==> config.mk <==
export PLATFORM = sky130hd
export DESIGN_NAME = fdtd_buf_writeback
export DESIGN_NICKNAME = d
export VERILOG_FILES = /design/src/rtl/fdtd_pkg.sv /design/src/rtl/fdtd_req_edge.sv /design/src/rtl/fdtd_buf_writeback.sv
export SDC_FILE = /design/constraint.sdc
export NUM_CORES = 1
export LEC_CHECK = 0
export BUFFER_PORTS_ARGS = -buffer_cell sky130_fd_sc_hd__buf_2
export CAP_MARGIN = 20
export CELL_PAD_IN_SITES_DETAIL_PLACEMENT = 1
export CELL_PAD_IN_SITES_GLOBAL_PLACEMENT = 1
export CORE_UTILIZATION = 36
export DETAILED_ROUTE_END_ITERATION = 6
export PLACE_DENSITY_LB_ADDON = 0.1
export SETUP_SLACK_MARGIN = 0.1
export SYNTH_ARGS = -nofsm -noshare
export SYNTH_HDL_FRONTEND = slang
export SYNTH_SLANG_ARGS = --single-unit
==> constraint.sdc <==
create_clock -name CLK -period 3.6 [get_ports CLK]
set_input_delay 0.18 -clock CLK [delete_from_list [all_inputs] [get_ports CLK]]
set_output_delay 0.18 -clock CLK [all_outputs]
set_load 0.02 [all_outputs]
==> src/rtl/fdtd_pkg.sv <==
// Shared types and constants for the FDTD buffer writeback block.
package fdtd_pkg;

  // Kind of writeback job currently being copied out.
  typedef enum logic [1:0] {
    JOB_HY  = 2'd0,
    JOB_EZ  = 2'd1,
    JOB_SRC = 2'd2
  } job_e;

  // Writeback sequencer states.
  typedef enum logic [2:0] {
    IDLE  = 3'd0,
    RD    = 3'd1,
    LATCH = 3'd2,
    REQ   = 3'd3,
    DONE  = 3'd4
  } state_e;

  // Buffer select encoding seen by the ping RAM.
  localparam logic BUF_SEL_HY = 1'b0;
  localparam logic BUF_SEL_EZ = 1'b1;

  // Memory words are 32 bits, so word index -> byte offset is a shift by 2.
  localparam int WORD_SHIFT = 2;

  // Bit positions of the request/pending vectors.
  localparam int PEND_HY  = 0;
  localparam int PEND_EZ  = 1;
  localparam int PEND_SRC = 2;

endpackage

==> src/rtl/fdtd_req_edge.sv <==
// Rising-edge capture of the three writeback start levels into sticky
// pending bits. A pending bit stays set until the sequencer clears it.
module fdtd_req_edge (
  input  logic       CLK,
  input  logic       RST_N,
  input  logic [2:0] lvl_i,
  input  logic [2:0] clr_i,
  output logic [2:0] pend_o
);

  logic [2:0] lvl_q;
  logic [2:0] pend_q;
  logic [2:0] pend_d;
  logic [2:0] rise_w;

  assign rise_w = lvl_i & ~lvl_q;

  // Set dominates clear so a fresh edge landing in the accept cycle is kept;
  // repeated edges while already pending simply merge into the same bit.
  always_comb begin
    pend_d = (pend_q & ~clr_i) | rise_w;
  end

  // Registered level copy for edge detection, plus the pending bits.
  always_ff @(posedge CLK or negedge RST_N) begin
    if (!RST_N) begin
      lvl_q  <= 3'b000;
      pend_q <= 3'b000;
    end else begin
      lvl_q  <= lvl_i;
      pend_q <= pend_d;
    end
  end

  assign pend_o = pend_q;

endmodule

==> src/rtl/fdtd_buf_writeback.sv <==
// Copies freshly computed Hy / Ez buffers (or the single source cell) from
// the local ping RAM into data memory over a req/gnt write port.
//
// Memory handshake: mem_req_o is raised with address/data/we/be stable and
// stays high (payload unchanged) until the cycle mem_gnt_i is seen high;
// that cycle completes exactly one word write.
module fdtd_buf_writeback
  import fdtd_pkg::*;
#(
  parameter int BUFFER_ADDR_WIDTH = 6,
  parameter int FDTD_DATA_WIDTH   = 16,
  parameter int BUFFER_SIZE       = 50,
  parameter int MEM_ADDR_WIDTH    = 32
) (
  input  logic                         CLK,
  input  logic                         RST_N,
  input  logic                         wrt_Hy_start_i,
  input  logic                         wrt_Ez_start_i,
  input  logic                         wrt_src_start_i,
  input  logic [MEM_ADDR_WIDTH-1:0]    Hy_base_addr_i,
  input  logic [MEM_ADDR_WIDTH-1:0]    Ez_base_addr_i,
  input  logic [BUFFER_ADDR_WIDTH-1:0] src_idx_i,
  output logic                         buf_rd_en_o,
  output logic                         buf_sel_o,
  output logic [BUFFER_ADDR_WIDTH-1:0] buf_rd_addr_o,
  input  logic [FDTD_DATA_WIDTH-1:0]   buf_rd_data_i,
  output logic                         mem_req_o,
  input  logic                         mem_gnt_i,
  output logic                         mem_we_o,
  output logic [3:0]                   mem_be_o,
  output logic [MEM_ADDR_WIDTH-1:0]    mem_addr_o,
  output logic [31:0]                  mem_wdata_o,
  output logic                         wb_busy_o,
  output logic                         wb_done_o
);

  localparam int CNT_W = BUFFER_ADDR_WIDTH + 1;
  localparam logic [CNT_W-1:0] FULL_CNT = CNT_W'(BUFFER_SIZE);
  localparam logic [CNT_W-1:0] ONE_CNT  = CNT_W'(1);
  localparam logic [MEM_ADDR_WIDTH-1:0] ALIGN_MASK = ~(MEM_ADDR_WIDTH'(3));

  state_e                       state_q, state_d;
  job_e                         job_q;
  job_e                         sel_job_w;
  logic [MEM_ADDR_WIDTH-1:0]    base_q;
  logic [CNT_W-1:0]             count_q;
  logic [BUFFER_ADDR_WIDTH-1:0] idx_q;
  logic [BUFFER_ADDR_WIDTH-1:0] src_idx_q;
  logic [31:0]                  wdata_q;

  logic [2:0]                   pend_w;
  logic [2:0]                   clr_w;
  logic                         accept_w;
  logic                         last_w;
  logic                         sel_w;
  logic [BUFFER_ADDR_WIDTH-1:0] buf_idx_w;
  logic [MEM_ADDR_WIDTH-1:0]    addr_w;
  logic [31:0]                  sext_w;

  fdtd_req_edge u_req_edge (
    .CLK    (CLK),
    .RST_N  (RST_N),
    .lvl_i  ({wrt_src_start_i, wrt_Ez_start_i, wrt_Hy_start_i}),
    .clr_i  (clr_w),
    .pend_o (pend_w)
  );

  assign accept_w  = (state_q == IDLE) && (|pend_w);
  assign last_w    = ({1'b0, idx_q} == (count_q - ONE_CNT));
  assign sel_w     = (job_q == JOB_HY) ? BUF_SEL_HY : BUF_SEL_EZ;
  // Source jobs read and write the one cell named by the latched index.
  assign buf_idx_w = (job_q == JOB_SRC) ? src_idx_q : idx_q;
  assign addr_w    = base_q + (MEM_ADDR_WIDTH'(buf_idx_w) << WORD_SHIFT);
  assign sext_w    = {{(32-FDTD_DATA_WIDTH){buf_rd_data_i[FDTD_DATA_WIDTH-1]}},
                      buf_rd_data_i};

  // Fixed-priority pick among pending jobs (Hy > Ez > src); clear only on accept.
  always_comb begin
    sel_job_w = JOB_HY;
    clr_w     = 3'b000;
    if (pend_w[PEND_HY]) begin
      sel_job_w      = JOB_HY;
      clr_w[PEND_HY] = 1'b1;
    end else if (pend_w[PEND_EZ]) begin
      sel_job_w      = JOB_EZ;
      clr_w[PEND_EZ] = 1'b1;
    end else if (pend_w[PEND_SRC]) begin
      sel_job_w       = JOB_SRC;
      clr_w[PEND_SRC] = 1'b1;
    end
    if (!accept_w) begin
      clr_w = 3'b000;
    end
  end

  // State register; reset aborts any transfer in flight.
  always_ff @(posedge CLK or negedge RST_N) begin
    if (!RST_N) begin
      state_q <= IDLE;
    end else begin
      state_q <= state_d;
    end
  end

  // Next-state: one RD / LATCH / REQ triple per word, then a DONE cycle.
  always_comb begin
    state_d = state_q;
    case (state_q)
      IDLE:    if (accept_w) state_d = RD;
      RD:      state_d = LATCH;
      LATCH:   state_d = REQ;
      REQ:     if (mem_gnt_i) state_d = last_w ? DONE : RD;
      DONE:    state_d = IDLE;
      default: state_d = IDLE;
    endcase
  end

  // Job context latched on accept, word data latched in LATCH, index advanced on grant.
  always_ff @(posedge CLK or negedge RST_N) begin
    if (!RST_N) begin
      job_q     <= JOB_HY;
      base_q    <= '0;
      count_q   <= '0;
      idx_q     <= '0;
      src_idx_q <= '0;
      wdata_q   <= '0;
    end else begin
      if (accept_w) begin
        job_q     <= sel_job_w;
        base_q    <= ((sel_job_w == JOB_HY) ? Hy_base_addr_i : Ez_base_addr_i) & ALIGN_MASK;
        count_q   <= (sel_job_w == JOB_SRC) ? ONE_CNT : FULL_CNT;
        idx_q     <= '0;
        src_idx_q <= src_idx_i;
      end
      if (state_q == LATCH) begin
        wdata_q <= sext_w;
      end
      if ((state_q == REQ) && mem_gnt_i && !last_w) begin
        idx_q <= idx_q + 1'b1;
      end
    end
  end

  // Outputs decoded purely from state so everything is 0 in IDLE and reset.
  always_comb begin
    buf_rd_en_o   = 1'b0;
    buf_sel_o     = 1'b0;
    buf_rd_addr_o = '0;
    mem_req_o     = 1'b0;
    mem_we_o      = 1'b0;
    mem_be_o      = 4'h0;
    mem_addr_o    = '0;
    mem_wdata_o   = '0;
    wb_busy_o     = 1'b0;
    wb_done_o     = 1'b0;
    case (state_q)
      RD: begin
        buf_rd_en_o   = 1'b1;
        buf_sel_o     = sel_w;
        buf_rd_addr_o = buf_idx_w;
        wb_busy_o     = 1'b1;
      end
      LATCH: begin
        buf_sel_o = sel_w;
        wb_busy_o = 1'b1;
      end
      REQ: begin
        mem_req_o   = 1'b1;
        mem_we_o    = 1'b1;
        mem_be_o    = 4'hF;
        mem_addr_o  = addr_w;
        mem_wdata_o = wdata_q;
        wb_busy_o   = 1'b1;
      end
      DONE: begin
        wb_busy_o = 1'b1;
        wb_done_o = 1'b1;
      end
      default: begin
      end
    endcase
  end

endmodule

==> metrics, run 1 <==
CP max FO=12; vias in the first global route=3,798; Skew-Pair Late Insertion Delay=0.34 ns; CTS tree=done; post-synth top area share=39.94%; sequential share of the synthesized area=39.94%; P_leak=2.784 nW; share of layout cells above drive strength 1=37.09%; EDFF count, synth=0; Residual DRC=0; clk sinks=71; Final GP Congestion=0.8297; H-tree depth=3; nets@finish=712; Synth Area per Inst=9.464 um^2; status=complete, but fails checks; worst-margin pin slew=0.9164 ns; setup TNS=0 ns; fmax=0.3070 GHz; Post-DP HPWL=8737 um; Ports=172; ant diodes=0; Synth Register Bits=71; FP Rows=40; Non-Filler Instances=759; Hold WS=-0.02548 ns; clock skew=0.005876 ns; gr usage total=18.92%; Clock Tree Buf Depth=2; top cells by area, synth=dfrtp_1 40%, mux2_2 7.3%, mux2i_1 6.8%; pre-CTS setup slack=0.4349 ns; Top delay family on crit path=compound AO/OA/AOI/OAI gates; initial drt markers=97; first-pass GRT wire length=18,950 um; max-cap violation count=0; post-DR vias/cell=5.051; CTS Buf Count=9; Slew Limit Fails=0; Power Density=1115 nW/um^2; RSZ-0062 raised after global routing=no; clk slew on worst S/H paths=0.06 ns; mapped cell area=4448 um^2; sum of buffers and inverters on the critical path=2; peak supply drop=0.4858 mV; Syn Inst Count=470; fraction of registers with async set/reset=100.0%; initial antenna violation count=0; crit path capture type=output port; crit path max-delay cell type=a21oi_2; failing checks=hold timing; Die Y-Extent=113.2 um; Slowest Stage Delay on Critical Path=0.51 ns; die area=12,800 um^2; routed length per instance=15.06 um; required time of the critical path=3.42 ns; Post-CTS Setup Inserts=0; number of port buffers=165; critical path cell sequence=nor2b_1 > buf_4 > mux2_2 > ha_1 > nand3_1 > a21oi_2 > o2111ai_1 > xor2_1 > nor2_1 > buf_2; post-synth cell types=50; largest area contributor in the netlist=dfrtp_1; Final Worst Setup Slack=0.3431 ns; DP Cell Count=741; width of the die=113.2 um; largest net degree at the start of global routing=72; crit share post-route=90.47%; Area Overhead vs Synth=25.32%; final setup vio count=0; Critical Path AT=3.08 ns; final-report hold violation count=26; Synth Flop Type=dfrtp_1; clk root buf=clkbuf_16; Final Critical Period=3.257 ns; fillers=1,414; CP Launch Type=register; GRT Residual Overflow=0; Total Wirelength=11,430 um; post-route ant nets=0; Vias=3,834; DR pass1 iterations=4; Yosys Warn Count=0; critical path class=register to output port; Hold/Removal Path Class=primary input to async pin; Core Area=12,010 um^2; Initial Utilization=37.03%; slew margin rel.=38.84%
==> repair_timing <==
item / 4_1_cts / 5_1_grt
endpoints found under the setup margin: 4 / 0
gates resized for setup: 1 / 0
hold endpoints to repair: 3 / 0
hold buffers: 3 / 0
==> routing by layer <==
metal / GRT usage [%] / part of all wire, % / routed length (um)
met5: 0 / 0 / 0
met3: 3.267 / 5.1 / 581
met1: 26.61 / 50 / 5695
met2: 28.67 / 43 / 4929
met4: 7.982 / 2.0 / 223
==> metrics by stage <==
stage	instance area (um^2)	power (mW)	hold WS (ns)	utilization (%)
2_1_floorplan	4452	4.335	-0.1156	-
3_3_place_gp	5234	5.269	0.3021	43.57
3_5_place_dp	5234	5.370	0.3036	43.57
4_1_cts	5554	6.285	0.01461	46.24
5_1_grt	5574	6.739	0.05016	46.41
6_report	5574	6.213	-0.02548	46.41
==> cell usage in the layout, fill, tap and decap left out, drive strengths merged, types with 2 or more instances in the layout <==
cell         instances
a211o                4
a21o                 2
a21oi               43
and2                25
and3                 7
buf                171
clkbuf              10
clkinv               2
conb                 2
dfrtp               71
dlygate4sd3          3
ha                  10
inv                 10
mux2                29
mux2i               30
nand2               18
nand2b               3
nand3                9
nand4                8
nor2                68
nor2b                2
nor3                 9
nor3b                4
nor4                 2
o2111ai              3
o211ai              10
o21ai               12
or2                  2
or3                  5
xnor2                9
xor2                18
==> layout make-up <==
type | instances | area, um^2 | share of cell area, %
clock buffers | 10 | 239.0 | 4.287
clock inverters | 4 | 47.55 | 0.8530
inverters | 10 | 37.54 | 0.6734
multi-input cells | 343 | 2361 | 42.36
flip-flops and latches | 71 | 1777 | 31.87
well taps | 147 | 183.9 | 3.300
repair buffers | 174 | 928.4 | 16.66
==> path summary, 6_finish.rpt <==
check | depth (start not counted) | slack (ns) | endpoint | startpoint
setup / recovery | 10 | 0.34 | mem_addr_o[24] | job_q[0]
hold reg to reg | 1 | 0.42 | u_req_edge.pend_o[1] | u_req_edge.lvl_q[1]
max in group asynchronous | 1 | 3.03 | base_q[29] | RST_N
min in group CLK | 2 | 0.08 | src_idx_q[0] | src_idx_i[0]
setup reg to reg | 4 | 1.20 | idx_q[2] | state_q[0]
hold / removal | 1 | -0.03 | u_req_edge.lvl_q[2] | RST_N
==> state kept, by name, summed over array words and instances, names as in the netlist <==
register and cells:
u_req_edge.pend_o 3, u_req_edge.lvl_q 3, src_idx_q 6, idx_q 6
wdata_q 16, job_q 2, count_q 2, base_q 30
state_q 3
==> Yosys cell counts, types with 2 or more instances <==
library cell  count
dfrtp_1          71
nor2_1           66
a21oi_1          42
mux2i_1          30
mux2_2           29
and2_1           25
buf_4            23
xor2_1           18
nand2_1          17
o21ai_0          12
buf_2            11
ha_1             10
inv_1            10
clkbuf_1          9
nand3_1           9
o211ai_1          9
xnor2_1           9
and3_1            7
nand4_1           7
nor3_1            7
or3_1             5
a211o_1           4
nor3b_1           4
nand2b_1          3
o2111ai_1         3
a21o_1            2
buf_1             2
buf_6             2
nor2b_1           2
or2_2             2
==> kinds of logic (layout without fill, tap and decap cells) <==
| kind of cell | Yosys count | count (layout) | share of synthesized area (%) |
|---|---|---|---|
| DFF | 71 | 71 | 39.94 |
| xor gates and xnor gates | 27 | 27 | 5.317 |
| other | 1 | 2 | 0.08431 |
| adders and majority gates | 11 | 11 | 3.263 |
| and+or+nand+nor | 165 | 165 | 19.24 |
| buffers and inverters | 57 | 198 | 7.398 |
| AOI/OAI and AO/OA | 79 | 79 | 10.66 |
| muxes | 59 | 59 | 14.09 |
==> where the power goes <==
group          switching (mW)  leakage (nW)  internal [mW]  total [mW]
clock network           0.322         0.140          0.544       0.866
logic                    2.36          1.84           1.50        3.87
registers               0.341         0.802           1.14        1.48
==> worst reg2reg max path: stages (launching register included) <==
cell	delay, ns
dfrtp_1	0.46
or3_1	0.56
nor2_4	0.66
nor2_1	0.26
a211o_1	0.35
(Power assumes the default switching activity.)
==> run 2, diff against run 1 <==
--- a/config.mk
+++ b/config.mk
@@ -11,6 +11,8 @@
 export CELL_PAD_IN_SITES_GLOBAL_PLACEMENT = 1
 export CORE_UTILIZATION = 36
 export DETAILED_ROUTE_END_ITERATION = 6
+export GPL_ROUTABILITY_DRIVEN = 0
+export GPL_TIMING_DRIVEN = 0
 export PLACE_DENSITY_LB_ADDON = 0.1
 export SETUP_SLACK_MARGIN = 0.1
 export SYNTH_ARGS = -nofsm -noshare
==> run 2 against run 1 <==
Against the previous run:
- the flow still finishes with violations (hold timing)
- combinational power rose by 7.5%
- worst setup slack got worse by 0.071 ns
- via count increased by 4.9%
- critical path depth unchanged
- register-to-register slack improved by 0.31 ns
- largest cell class unchanged
==> metrics, run 2 (synthesis results as in run 1) <==
sw frac=47.78% (-0.96 points); DR pass1 iterations=4 (unchanged); routed length per instance=15.29 um (+1.6%); Vias=4,021 (+4.9%); clk slew on worst S/H paths=0.06 ns (about the same); most frequent cells in the layout=175 x buf_2, 71 x dfrtp_1, 66 x nor2_1, 42 x a21oi_1, 30 x mux2i_1; FF+latch area=1777 um^2 (unchanged); Clock Tree Buf Depth=2 (unchanged); Die Y-Extent=113.2 um (unchanged); nets@finish=754 (+5.9%); initial antenna violation count=0 (unchanged); first-pass GRT wire length=20,090 um (+6.0%); max reg flops=30 (unchanged); width of the die=113.2 um (unchanged); switching power=3.136 mW (+3.6%); critical path cell sequence=nor2b_1 > clkbuf_4 > mux2_2 > ha_1 > o211ai_1 > o211ai_4 > nand2b_1 > or3_1 > a21oi_1 > buf_2; Slew Limit Fails=0 (unchanged); Residual DRC=0 (unchanged); Critical Path AT=3.15 ns (+0.07 ns); initial drt markers=146 (+51%); clk sinks=71 (unchanged); worst-margin pin slew=0.9022 ns (-0.01421 ns); status=complete, but fails checks; Initial Utilization=37.03% (unchanged); P_leak=2.958 nW (+6.3%); required time of the critical path=3.42 ns (about the same); die area=12,800 um^2 (unchanged); final setup vio count=0 (unchanged); leading registers by flop count=base_q x30, wdata_q x16; Total Wirelength=12,280 um (+7.4%); Final Critical Period=3.328 ns (+0.07113 ns); CTS Buf Count=9 (unchanged); RR Startpoint=u_req_edge.pend_o[2]; number of port buffers=165 (unchanged); clk root buf=clkbuf_16; Critical Path Start=job_q[0]; Area Overhead vs Synth=31.14%; largest net degree at the start of global routing=72 (unchanged); Reg power frac=22.4% (-1.4 points); crit path max-delay cell type=dfrtp_1; failing checks=hold timing; Hold WS=-0.02554 ns (-0.00006120 ns); ant diodes=0 (unchanged); final-report hold violation count=40 (+54%); setup TNS=0 ns (unchanged); Post-DP HPWL=9531 um (+9.1%); CP Launch Type=register; commonest non-fill, non-tap cell in the layout=buf_2; CP max FO=7 (-5); crit share post-route=92.44% (+2.0 points); Multi-input gate area=2357 um^2 (-0.16%); Ports=172 (unchanged); crit path capture type=output port; fmax=0.3005 GHz (-2.1%); gr usage total=20.08% (+1.2 points); RSZ-0062 raised after global routing=yes; Clock power frac=14.3% (+0.4 points); Pint=3.427 mW (+7.6%); Core Area=12,010 um^2 (unchanged); Final Cell Area=5833 um^2 (+4.6%); CTS tree=done; clock skew=0.008362 ns (+0.002485 ns); Skew-Pair Late Insertion Delay=0.34 ns (about the same); FP Rows=40 (unchanged); critical path class=register to output port; post-DR vias/cell=5.007 (-0.87%); share of layout cells above drive strength 1=39.79% (+2.7 points); largest reg by FF count=base_q; Worst R2R Path Depth=5 (+1); Post-Place Cell Area=5464 um^2 (+4.4%); Hold/Removal Path Class=primary input to async pin; max-cap violation count=0 (unchanged); slew margin rel.=39.86% (+1.0 points); post-route ant nets=0 (unchanged); Logic pwr share=63.4% (+1.2 points); vias in the first global route=4,035 (+6.2%); GRT Residual Overflow=0 (unchanged); H-tree depth=3 (unchanged); Power Density=1125 nW/um^2 (+0.95%); fillers=1,459 (+3.2%); peak supply drop=0.5240 mV (+7.9%); Slowest Stage Delay on Critical Path=0.40 ns (-0.11 ns)
-- run 2: repair_timing --
| item | in CTS | in global routing |
|---|---|---|
| endpoints found under the hold margin | 3 | 0 |
| hold buffers | 3 | 0 |
| gates resized for setup | 1 | 9 |
| setup endpoints to repair | 14 | 15 |
| pin swaps | 1 | 3 |
| setup buffers | 0 | 1 |
-- run 2: path summary, 6_finish.rpt --
kind                                        end  slack (ns)
max in group asynchronous            base_q[24]        3.04
min in group CLK                   src_idx_q[2]        0.08
max                              mem_addr_o[25]        0.27
min reg2reg                u_req_edge.pend_o[2]        0.42
max reg2reg                          base_q[22]        1.51
min                         u_req_edge.lvl_q[0]       -0.03
-- run 2: area by class of cell --
type / instances / area share [%]
Timing Repair Buffer: 169 / 14.84
Multi-Input combinational cell: 343 / 40.41
Buffer: 47 / 5.127
Clock buffer: 9 / 3.861
Tap cell: 147 / 3.153
Clock inverter: 7 / 1.502
Inverter: 10 / 0.6435
Sequential cell: 71 / 30.46
-- run 2: stage by stage --
stage / utilization, % / instances / setup slack [ns] / hold slack, ns / power [mW]
floorplan: - / 471 / 0.7271 / -0.1156 / 4.335
global placement: 45.47 / 783 / 0.3842 / 0.3023 / 5.474
detailed placement: 45.49 / 783 / 0.3441 / 0.3033 / 5.594
CTS: 48.35 / 802 / 0.1156 / 0.01088 / 6.566
global route: 48.56 / 803 / 0.09634 / 0.04645 / 7.065
finish: 48.56 / 803 / 0.2720 / -0.02554 / 6.563
-- run 2: power groups by stage --
stage / logic (mW) / clock network (mW) / registers [mW]
4_1_cts: 4.14 / 0.959 / 1.47
6_report: 4.16 / 0.936 / 1.47
5_1_grt: 4.55 / 0.987 / 1.53
2_1_floorplan: 2.97 / 0 / 1.37
3_5_place_dp: 4.11 / 0 / 1.48
3_3_place_gp: 4.02 / 0 / 1.45
-- run 2: routing by layer --
metal  share of wire [%]  track usage [%]
met5                   0                0
met4                 1.8            8.772
met3                 4.5            2.571
met2                  45            31.74
met1                  48            27.62
-- run 2: critical path: cells and delay by family, from the launching register on --
kind | cells | cell delay (ns)
compound gates | 3 | 0.65
fa+ha+maj | 1 | 0.36
buf+inv | 2 | 0.40
flops | 1 | 0.40
mux | 1 | 0.37
simple gates | 3 | 0.62
